$ cat src/rtl/dff_pkg.sv
// Shared definitions for the programmable DFF delay line: default sizes,
// a clog2 helper and the per-edge action priority (reset > clear > en > hold).
package dff_pkg;

   localparam int unsigned DFF_WIDTH_DEFAULT = 8;
   localparam int unsigned DFF_DEPTH_DEFAULT = 8;

   // Per-edge stage action, ordered by priority.
   typedef enum logic [1:0] {
      ACT_HOLD  = 2'd0,
      ACT_SHIFT = 2'd1,
      ACT_CLEAR = 2'd2,
      ACT_RESET = 2'd3
   } dff_action_e;

   function automatic int unsigned clog2(input int unsigned n);
      int unsigned r;
      int unsigned v;
      r = 0;
      v = (n > 0) ? n - 1 : 0;
      while (v > 0) begin
         r = r + 1;
         v = v >> 1;
      end
      return r;
   endfunction

   function automatic dff_action_e dff_action(input logic reset, input logic clear,
                                              input logic en);
      if (reset)      return ACT_RESET;
      else if (clear) return ACT_CLEAR;
      else if (en)    return ACT_SHIFT;
      else            return ACT_HOLD;
   endfunction

endpackage

$ cat src/rtl/dff_delay_line_if.sv
// Control, data and status bundle of the delay line; master drives, slave is the line.
interface dff_delay_line_if
   import dff_pkg::*;
#(
   parameter int unsigned WIDTH = DFF_WIDTH_DEFAULT,
   parameter int unsigned SEL_W = clog2(DFF_DEPTH_DEFAULT)
);
   logic             en;
   logic             clear;
   logic [SEL_W-1:0] delay_sel;
   logic [WIDTH-1:0] d;
   logic             valid_in;
   logic [WIDTH-1:0] q;
   logic             valid_out;
   logic             busy;

   modport master (
      output en, clear, delay_sel, d, valid_in,
      input  q, valid_out, busy
   );

   modport slave (
      input  en, clear, delay_sel, d, valid_in,
      output q, valid_out, busy
   );
endinterface

$ cat src/rtl/dff_stage.sv
// One delay-line stage: a {valid, data} register with sync reset, clear and enable.
module dff_stage
   import dff_pkg::*;
#(
   parameter int unsigned      WIDTH     = DFF_WIDTH_DEFAULT,
   parameter logic [WIDTH-1:0] RESET_VAL = '0
) (
   input  logic             clk,
   input  logic             reset,
   input  logic             clear,
   input  logic             en,
   input  logic [WIDTH-1:0] d_in,
   input  logic             valid_in,
   output logic [WIDTH-1:0] d_out,
   output logic             valid_out
);
   localparam int unsigned      REG_W   = WIDTH + 1;
   localparam logic [REG_W-1:0] CLR_VAL = {1'b0, RESET_VAL};

   dff_action_e      action_c;
   logic [REG_W-1:0] stage_d;
   logic [REG_W-1:0] stage_q;

   // Next-state: flush wins over shift, otherwise hold.
   always_comb begin
      stage_d  = stage_q;
      action_c = dff_action(reset, clear, en);
      unique case (action_c)
         ACT_RESET, ACT_CLEAR: stage_d = CLR_VAL;
         ACT_SHIFT:            stage_d = {valid_in, d_in};
         default:              stage_d = stage_q;
      endcase
   end

   always_ff @(posedge clk) begin
      if (reset) stage_q <= CLR_VAL;
      else       stage_q <= stage_d;
   end

   assign d_out     = stage_q[WIDTH-1:0];
   assign valid_out = stage_q[WIDTH];

endmodule

$ cat src/rtl/dff_delay_line.sv
// Programmable 1..DEPTH cycle delay line with stall, flush and a run-time selectable tap.
module dff_delay_line
   import dff_pkg::*;
#(
   parameter int unsigned      WIDTH     = DFF_WIDTH_DEFAULT,
   parameter int unsigned      DEPTH     = DFF_DEPTH_DEFAULT,
   parameter logic [WIDTH-1:0] RESET_VAL = '0,
   parameter int unsigned      SEL_W     = clog2(DEPTH)
) (
   input logic              clk,
   input logic              reset,
   dff_delay_line_if.slave  bus
);
   logic [WIDTH-1:0] stage_data [DEPTH];
   logic [DEPTH-1:0] stage_valid;

   for (genvar i = 0; i < DEPTH; i++) begin : g_stage
      if (i == 0) begin : g_head
         dff_stage #(.WIDTH(WIDTH), .RESET_VAL(RESET_VAL)) u_stage (
            .clk       (clk),
            .reset     (reset),
            .clear     (bus.clear),
            .en        (bus.en),
            .d_in      (bus.d),
            .valid_in  (bus.valid_in),
            .d_out     (stage_data[i]),
            .valid_out (stage_valid[i])
         );
      end else begin : g_body
         dff_stage #(.WIDTH(WIDTH), .RESET_VAL(RESET_VAL)) u_stage (
            .clk       (clk),
            .reset     (reset),
            .clear     (bus.clear),
            .en        (bus.en),
            .d_in      (stage_data[i-1]),
            .valid_in  (stage_valid[i-1]),
            .d_out     (stage_data[i]),
            .valid_out (stage_valid[i])
         );
      end
   end

   logic [SEL_W-1:0] tap_c;
   logic [WIDTH-1:0] q_c;
   logic             valid_out_c;

   // Selects beyond the last stage (non-power-of-2 DEPTH) clamp to the last stage.
   always_comb begin
      tap_c = bus.delay_sel;
      if (32'(bus.delay_sel) >= DEPTH) tap_c = SEL_W'(DEPTH - 1);
   end

   // Compare-based mux so no index can ever fall outside the stage array.
   always_comb begin
      q_c         = stage_data[0];
      valid_out_c = stage_valid[0];
      for (int unsigned i = 0; i < DEPTH; i++) begin
         if (tap_c == SEL_W'(i)) begin
            q_c         = stage_data[i];
            valid_out_c = stage_valid[i];
         end
      end
   end

   assign bus.q         = q_c;
   assign bus.valid_out = valid_out_c;
   assign bus.busy      = |stage_valid;

endmodule

$ cat src/flat_wrapper.sv
// flat-port wrapper written by rule: the top's interface ports become plain ports
module dff_delay_line_flat import dff_pkg::*;
#(
   parameter int unsigned      WIDTH     = DFF_WIDTH_DEFAULT,
   parameter int unsigned      DEPTH     = DFF_DEPTH_DEFAULT,
   parameter logic [WIDTH-1:0] RESET_VAL = '0,
   parameter int unsigned      SEL_W     = clog2(DEPTH)
)
  (clk, reset, bus_en, bus_clear, bus_delay_sel, bus_d, bus_valid_in, bus_q, bus_valid_out, bus_busy);
  dff_delay_line_if #(.WIDTH(WIDTH), .SEL_W(SEL_W)) bus_i ();
  input logic clk;
  input logic reset;
  input wire logic [$bits(bus_i.en)-1:0] bus_en;
  input wire logic [$bits(bus_i.clear)-1:0] bus_clear;
  input wire logic [$bits(bus_i.delay_sel)-1:0] bus_delay_sel;
  input wire logic [$bits(bus_i.d)-1:0] bus_d;
  input wire logic [$bits(bus_i.valid_in)-1:0] bus_valid_in;
  output wire logic [$bits(bus_i.q)-1:0] bus_q;
  output wire logic [$bits(bus_i.valid_out)-1:0] bus_valid_out;
  output wire logic [$bits(bus_i.busy)-1:0] bus_busy;
  assign bus_i.en = bus_en;
  assign bus_i.clear = bus_clear;
  assign bus_i.delay_sel = bus_delay_sel;
  assign bus_i.d = bus_d;
  assign bus_i.valid_in = bus_valid_in;
  assign bus_q = bus_i.q;
  assign bus_valid_out = bus_i.valid_out;
  assign bus_busy = bus_i.busy;
  dff_delay_line #(.WIDTH(WIDTH), .DEPTH(DEPTH), .RESET_VAL(RESET_VAL), .SEL_W(SEL_W)) u_core (.clk(clk), .reset(reset), .bus(bus_i));
endmodule
$ cat config.mk
export PLATFORM = sky130hd
export DESIGN_NAME = dff_delay_line_flat
export DESIGN_NICKNAME = d
export VERILOG_FILES = /design/src/rtl/dff_pkg.sv /design/src/rtl/dff_delay_line_if.sv /design/src/rtl/dff_stage.sv /design/src/rtl/dff_delay_line.sv /design/src/flat_wrapper.sv
export SDC_FILE = /design/constraint.sdc
export NUM_CORES = 1
export LEC_CHECK = 0
export ABC_AREA = 1
export ABC_CLOCK_PERIOD_IN_PS = 1400
export CORE_ASPECT_RATIO = 0.8
export CORE_MARGIN = 2
export CORE_UTILIZATION = 55
export DETAILED_ROUTE_END_ITERATION = 8
export PLACE_DENSITY = 0.84
export SYNTH_ARGS = -nofsm -noshare
export SYNTH_HDL_FRONTEND = slang
export SYNTH_HIERARCHICAL = 1
export SYNTH_SLANG_ARGS = --single-unit
$ cat constraint.sdc
create_clock -name clk -period 1.4 [get_ports clk]
set_input_delay 0.21 -clock clk [delete_from_list [all_inputs] [get_ports clk]]
set_output_delay 0.21 -clock clk [all_outputs]
set_load 0.02 [all_outputs]
# Yosys cells after proc, flatten, opt, wreduce, memory -nomap -nowiden
# Index checks and enable logic that the tools add are counted.
# totals
in_bits	16
output_inout_bits	10
wordCells	46
register_bits	72
# op_classes
mux	25
n_eq_ne	10
n_reduce_logical	3
# ops
op	n
$pmux W9 S2	8
$mux W8	7
$eq A3 B3 Y1 const B	4
$mux W1	8
$reduce_or A8 Y1	1
$eq A3 B2 Y1 const B	2
$eq A2 B2 Y1 const B	2
$mux W2	2
$eq A3 B1 Y1 const B	1
$eq A2 B1 Y1 const B	1
$reduce_bool A2 Y1	1
$reduce_or A2 Y1	1

# Logic depth before layout (Yosys ltp)
# logic_depth
ltp_word	8
ltp_mapped	12
ltp_nobuf	11

# By module
# Netlist, hierarchy kept.
# modules_own_cells
mod	cells_each	area_each_um2	instances	seq_area_each_um2
dff_stage	40	349.1	8	180.2
dff_delay_line	215	1014.7	1	0.0

# Least setup slack after synthesis
# OpenSTA, ideal clock, no wires.
# synth_path
path_kind	input to output
from	input port bus_delay_sel[2]
to	output port bus_q[7]
required_ns	1.190
slack_ns	0.080
arrival_ns	1.110
cell_stages	10
path_buffers	1
cell_sequence	inv_2 -> buf_6 -> nand3_4 -> nand2_1 -> nand3_1 -> nand2_1 -> nand2_1 -> nand2_1 -> nand2_1 -> a21oi_2
# synth_between
elab_chain_cells	8
word_cells_on_any_way	14
classes_between	eq/ne (7); mux (7)
# synth_lines
element	line_no	text
start, declared	flat_wrapper.sv:15	input wire logic [$bits(bus_i.delay_sel)-1:0] bus_delay_sel;
$eq A3 B1 Y1	dff_delay_line.sv:58	if (tap_c == SEL_W'(i)) begin
$mux W8 (6 in series)	dff_delay_line.sv:58	
$mux W8 (*)	dff_delay_line.sv:58	
end, declared	flat_wrapper.sv:18	output wire logic [$bits(bus_i.q)-1:0] bus_q;
# Every way passes the cells marked *; elsewhere a longest branch is shown, timed or not.

# Worst setup path in the final report
# layout_path
from	input port bus_delay_sel[0]
to	output port bus_valid_out
# layout_between
elab_chain_cells	8
word_cells_on_any_way	14
classes_between	eq/ne (7); mux (7)
# layout_lines
element	line_no	text
$eq A3 B1 Y1	dff_delay_line.sv:58	
$mux W1 (6 in series)	dff_delay_line.sv:58	
$mux W1 (*)	dff_delay_line.sv:58	
end, declared	flat_wrapper.sv:19	output wire logic [$bits(bus_i.valid_out)-1:0] bus_valid_out;
# Marks and branches as above.

==> impl_metrics.env <==
export IMPL_synth_top_area_share_pct=37.9
export IMPL_report_final_slew_viol_count=0
export IMPL_violations="setup timing"
export IMPL_start_kind="primary input"
export IMPL_clk_latency_ps=360
export IMPL_area_growth_syn_to_layout_pct=36.8
export IMPL_design_power_total_w=0.00454
export IMPL_synth_simple_gate_area_share_pct=47.8
export IMPL_die_width_microns=97.0
export IMPL_ys_types=24
export IMPL_maxCapViolCount=0
export IMPL_worst_slew_pin_slew_ps=475
export IMPL_viasPerCell=6.08
export IMPL_numPortBuffers=25
export IMPL_muxShareOfSynthArea_pct=0
export IMPL_die_area_sq_um=7610
export IMPL_n_fill_cell=375
export IMPL_yosysWarnings=6
export IMPL_hold_viol_final=0
export IMPL_grt_pass1_vias=4152
export IMPL_io_pins=26
export IMPL_tns_ps=-3160
export IMPL_synthesis_area_sq_um=3810
export IMPL_start_util_pct=56.1
export IMPL_wl_per_cell_microns=18.3
export IMPL_dpl_hpwl_microns=7690
export IMPL_wl_met1_microns=5130
export IMPL_peakVddDrop_mv=0.542
export IMPL_cpPeakStageDelay_ps=220
export IMPL_hold_class="primary input to flip-flop"
export IMPL_end_kind="output pin"
export IMPL_gp_congestion=0.970
export IMPL_cts_sinks=72
export IMPL_wl_met2_microns=5980
export IMPL_antenna_found_initial=0
export IMPL_syn_instance_count=535
export IMPL_place_ws_ps=-1050
export IMPL_regArea_sq_um=1470
export IMPL_synth_seq_area_share_pct=37.9
export IMPL_rows=27
export IMPL_synth_top_family_by_area="simple AND/OR/NAND/NOR gates"
export IMPL_worst_path_max_fanout=8
export IMPL_wl_microns=13700
export IMPL_core_area_sq_um=6790
export IMPL_synth_xor_area_share_pct=0
export IMPL_min_period_ps=1800
export IMPL_clockRootBuffer="clkbuf_8"
export IMPL_slowest_stage="nor3_4"
export IMPL_clockBufferDepth=2
export IMPL_worstPathArrival_ps=1590
export IMPL_grt_max_degree=24
export IMPL_finalCritPeriodShare_pct=129
export IMPL_finClkSkew_ps=6.27
export IMPL_routed_top_layer="met4"
export IMPL_synthTopCellsByArea="dfxtp_1 (38%), nand3_1 (20%), nand2_1 (16%)"
export IMPL_max_freq_mhz=554
export IMPL_syn_nets=551
export IMPL_drt_pass1_iter_count=8
export IMPL_synth_avg_cell_area_sq_um=7.12
export IMPL_setup_viol=10
export IMPL_synthAdderAreaFrac_pct=0
export IMPL_grt_pass1_wl_microns=19900
export IMPL_overflow=0
export IMPL_ant_nets=0
export IMPL_htreeDepth=3
export IMPL_cp_data_required_time_ps=1190
export IMPL_antenna_cells=0
export IMPL_drt_first_iter_violations=627
export IMPL_relSlewSlack_pct=68.3
export IMPL_multi_input_area_sq_um=2100
export IMPL_outcome="complete, but fails checks"
export IMPL_yosys_area_top_type="dfxtp_1"
export IMPL_cts_buffers=9
export IMPL_grt_usage_pct=32.9
export IMPL_die_h_microns=78.4
export IMPL_cts_tree="built"
export IMPL_setup_ws_ps=-404
export IMPL_layout_nets=672
export IMPL_grt_setup_unrepaired="yes"
export IMPL_synth_compound_area_share_pct=3.12
export IMPL_drcViolationCount=0
export IMPL_wl_met3_microns=1680
export IMPL_criticalPathCategory="primary input to output pin"
export IMPL_powerDensity_nw_per_um2=872
export IMPL_leakage_nw=2.61
export IMPL_synth_ff_latch_count=72
export IMPL_cp_cell_sequence="clkbuf_4 -> buf_4 -> nor3_4 -> buf_6 -> inv_8 -> nor2_1 -> nor2_1 -> nand2_1 -> nand2_1 -> buf_6"
export IMPL_clk_pin_slew_ps=70
export IMPL_drive_above_1_share_pct=35.4
export IMPL_vias=4547
## registers in the layout (all words and copies together), names as in the netlist
signal / count
u_core/g_stage.g_body.u_stage/stage_q: 63
u_core/g_stage.g_head.u_stage/stage_q: 9
## cells by family (layout without fill, tap and decap cells)
kind of cell,count (synthesis),after routing
buffers and inverters,64,188
AO/OA/AOI/OAI,19,19
flip-flops,72,72
AND/OR/NAND/NOR,380,382
## layout make-up
type | count | area share, %
sequential | 72 | 28.2
multi-input combinational | 401 | 40.4
timing repair inverter | 1 | 0.144
clock buffer | 11 | 2.71
tap | 87 | 2.09
timing repair buffer | 132 | 22.3
inverter | 39 | 3.10
clock inverter | 5 | 1.08
## cell usage after synthesis, drive strengths merged
library cell and number:
nor4 2, o211ai 8, nor3 11, nand3 162, o21ai 9, buf 16
nor2 42, a21oi 2, nand2 163, clkbuf 9, inv 39, dfxtp 72
## layer usage
layer,vias up,global-route usage [%]
li1,2010,-
met1,2076,41.8
met2,357,53.5
met3,104,8.90
met4,0,13.4
met5,-,0
## path summary, 6_finish.rpt
kind | cells past startpoint | slack [ps] | to | start
worst min register to register | 2 | 470 | u_core/g_stage[7].g_body.u_stage/stage_q[1]$_SDFFE_PP0P_ | u_core/g_stage[7].g_body.u_stage/stage_q[1]$_SDFFE_PP0P_
worst max register to register | 4 | 510 | u_core/g_stage[3].g_body.u_stage/stage_q[6]$_SDFFE_PP0P_ | u_core/g_stage[2].g_body.u_stage/stage_q[6]$_SDFFE_PP0P_
worst min-delay path | 3 | 240 | u_core/g_stage[3].g_body.u_stage/stage_q[4]$_SDFFE_PP0P_ | bus_en
worst max-delay path | 10 | -400 | bus_valid_out | bus_delay_sel[0]
## placed cells by master (no fill, tap or decap), types with 2 or more instances in the layout
master and n:
inv_2 17, dfxtp_1 50, inv_4 3, clkbuf_8 10, nand2_2 8, nor2_1 28, inv_1 18, buf_12 6
clkinvlp_4 2, nand3_1 140, nor3_2 3, nand3_4 3, nor4_4 2, clkdlybuf4s50_1 11, buf_6 17, nand3_2 21
o21ai_0 8, clkinv_2 2, o211ai_1 8, nor2_2 3, nor3_1 7, buf_2 2, buf_4 94, nand2_1 154
nor2_4 10, dfxtp_2 21
## through the flow
stage          hold WS, ps  std cells  cell area, sq um  utilization [%]
2_1_floorplan          343        535              3810                -
3_3_place_gp           454        716              4650             68.5
3_5_place_dp           456        716              4650             68.5
4_1_cts                232        740              5020             73.9
5_1_grt                258        748              5210             76.7
6_report               240        748              5210             76.7
## critical path, delay by kind of cell
kind / cells / cell delay, ps
simple gates: 5 / 750
buf+inv: 5 / 640
## repair_timing
| action | CTS | global route |
|---|---|---|
| setup buffers | 6 | 7 |
| pin swaps | 17 | 28 |
| endpoints found under the setup margin | 10 | 10 |
| gates resized for setup | 110 | 42 |
| gates cloned | 2 | 1 |
| hold buffers | 0 | 0 |
## power by group
part / internal (W) / total [W] / switching (W)
registers: 0.00206 / 0.00207 / 0.00000839
logic: 0.000311 / 0.000811 / 0.000500
clock network: 0.000869 / 0.00167 / 0.000800
total: 0.00324 / 0.00454 / 0.00131
(Power assumes the default switching activity.)
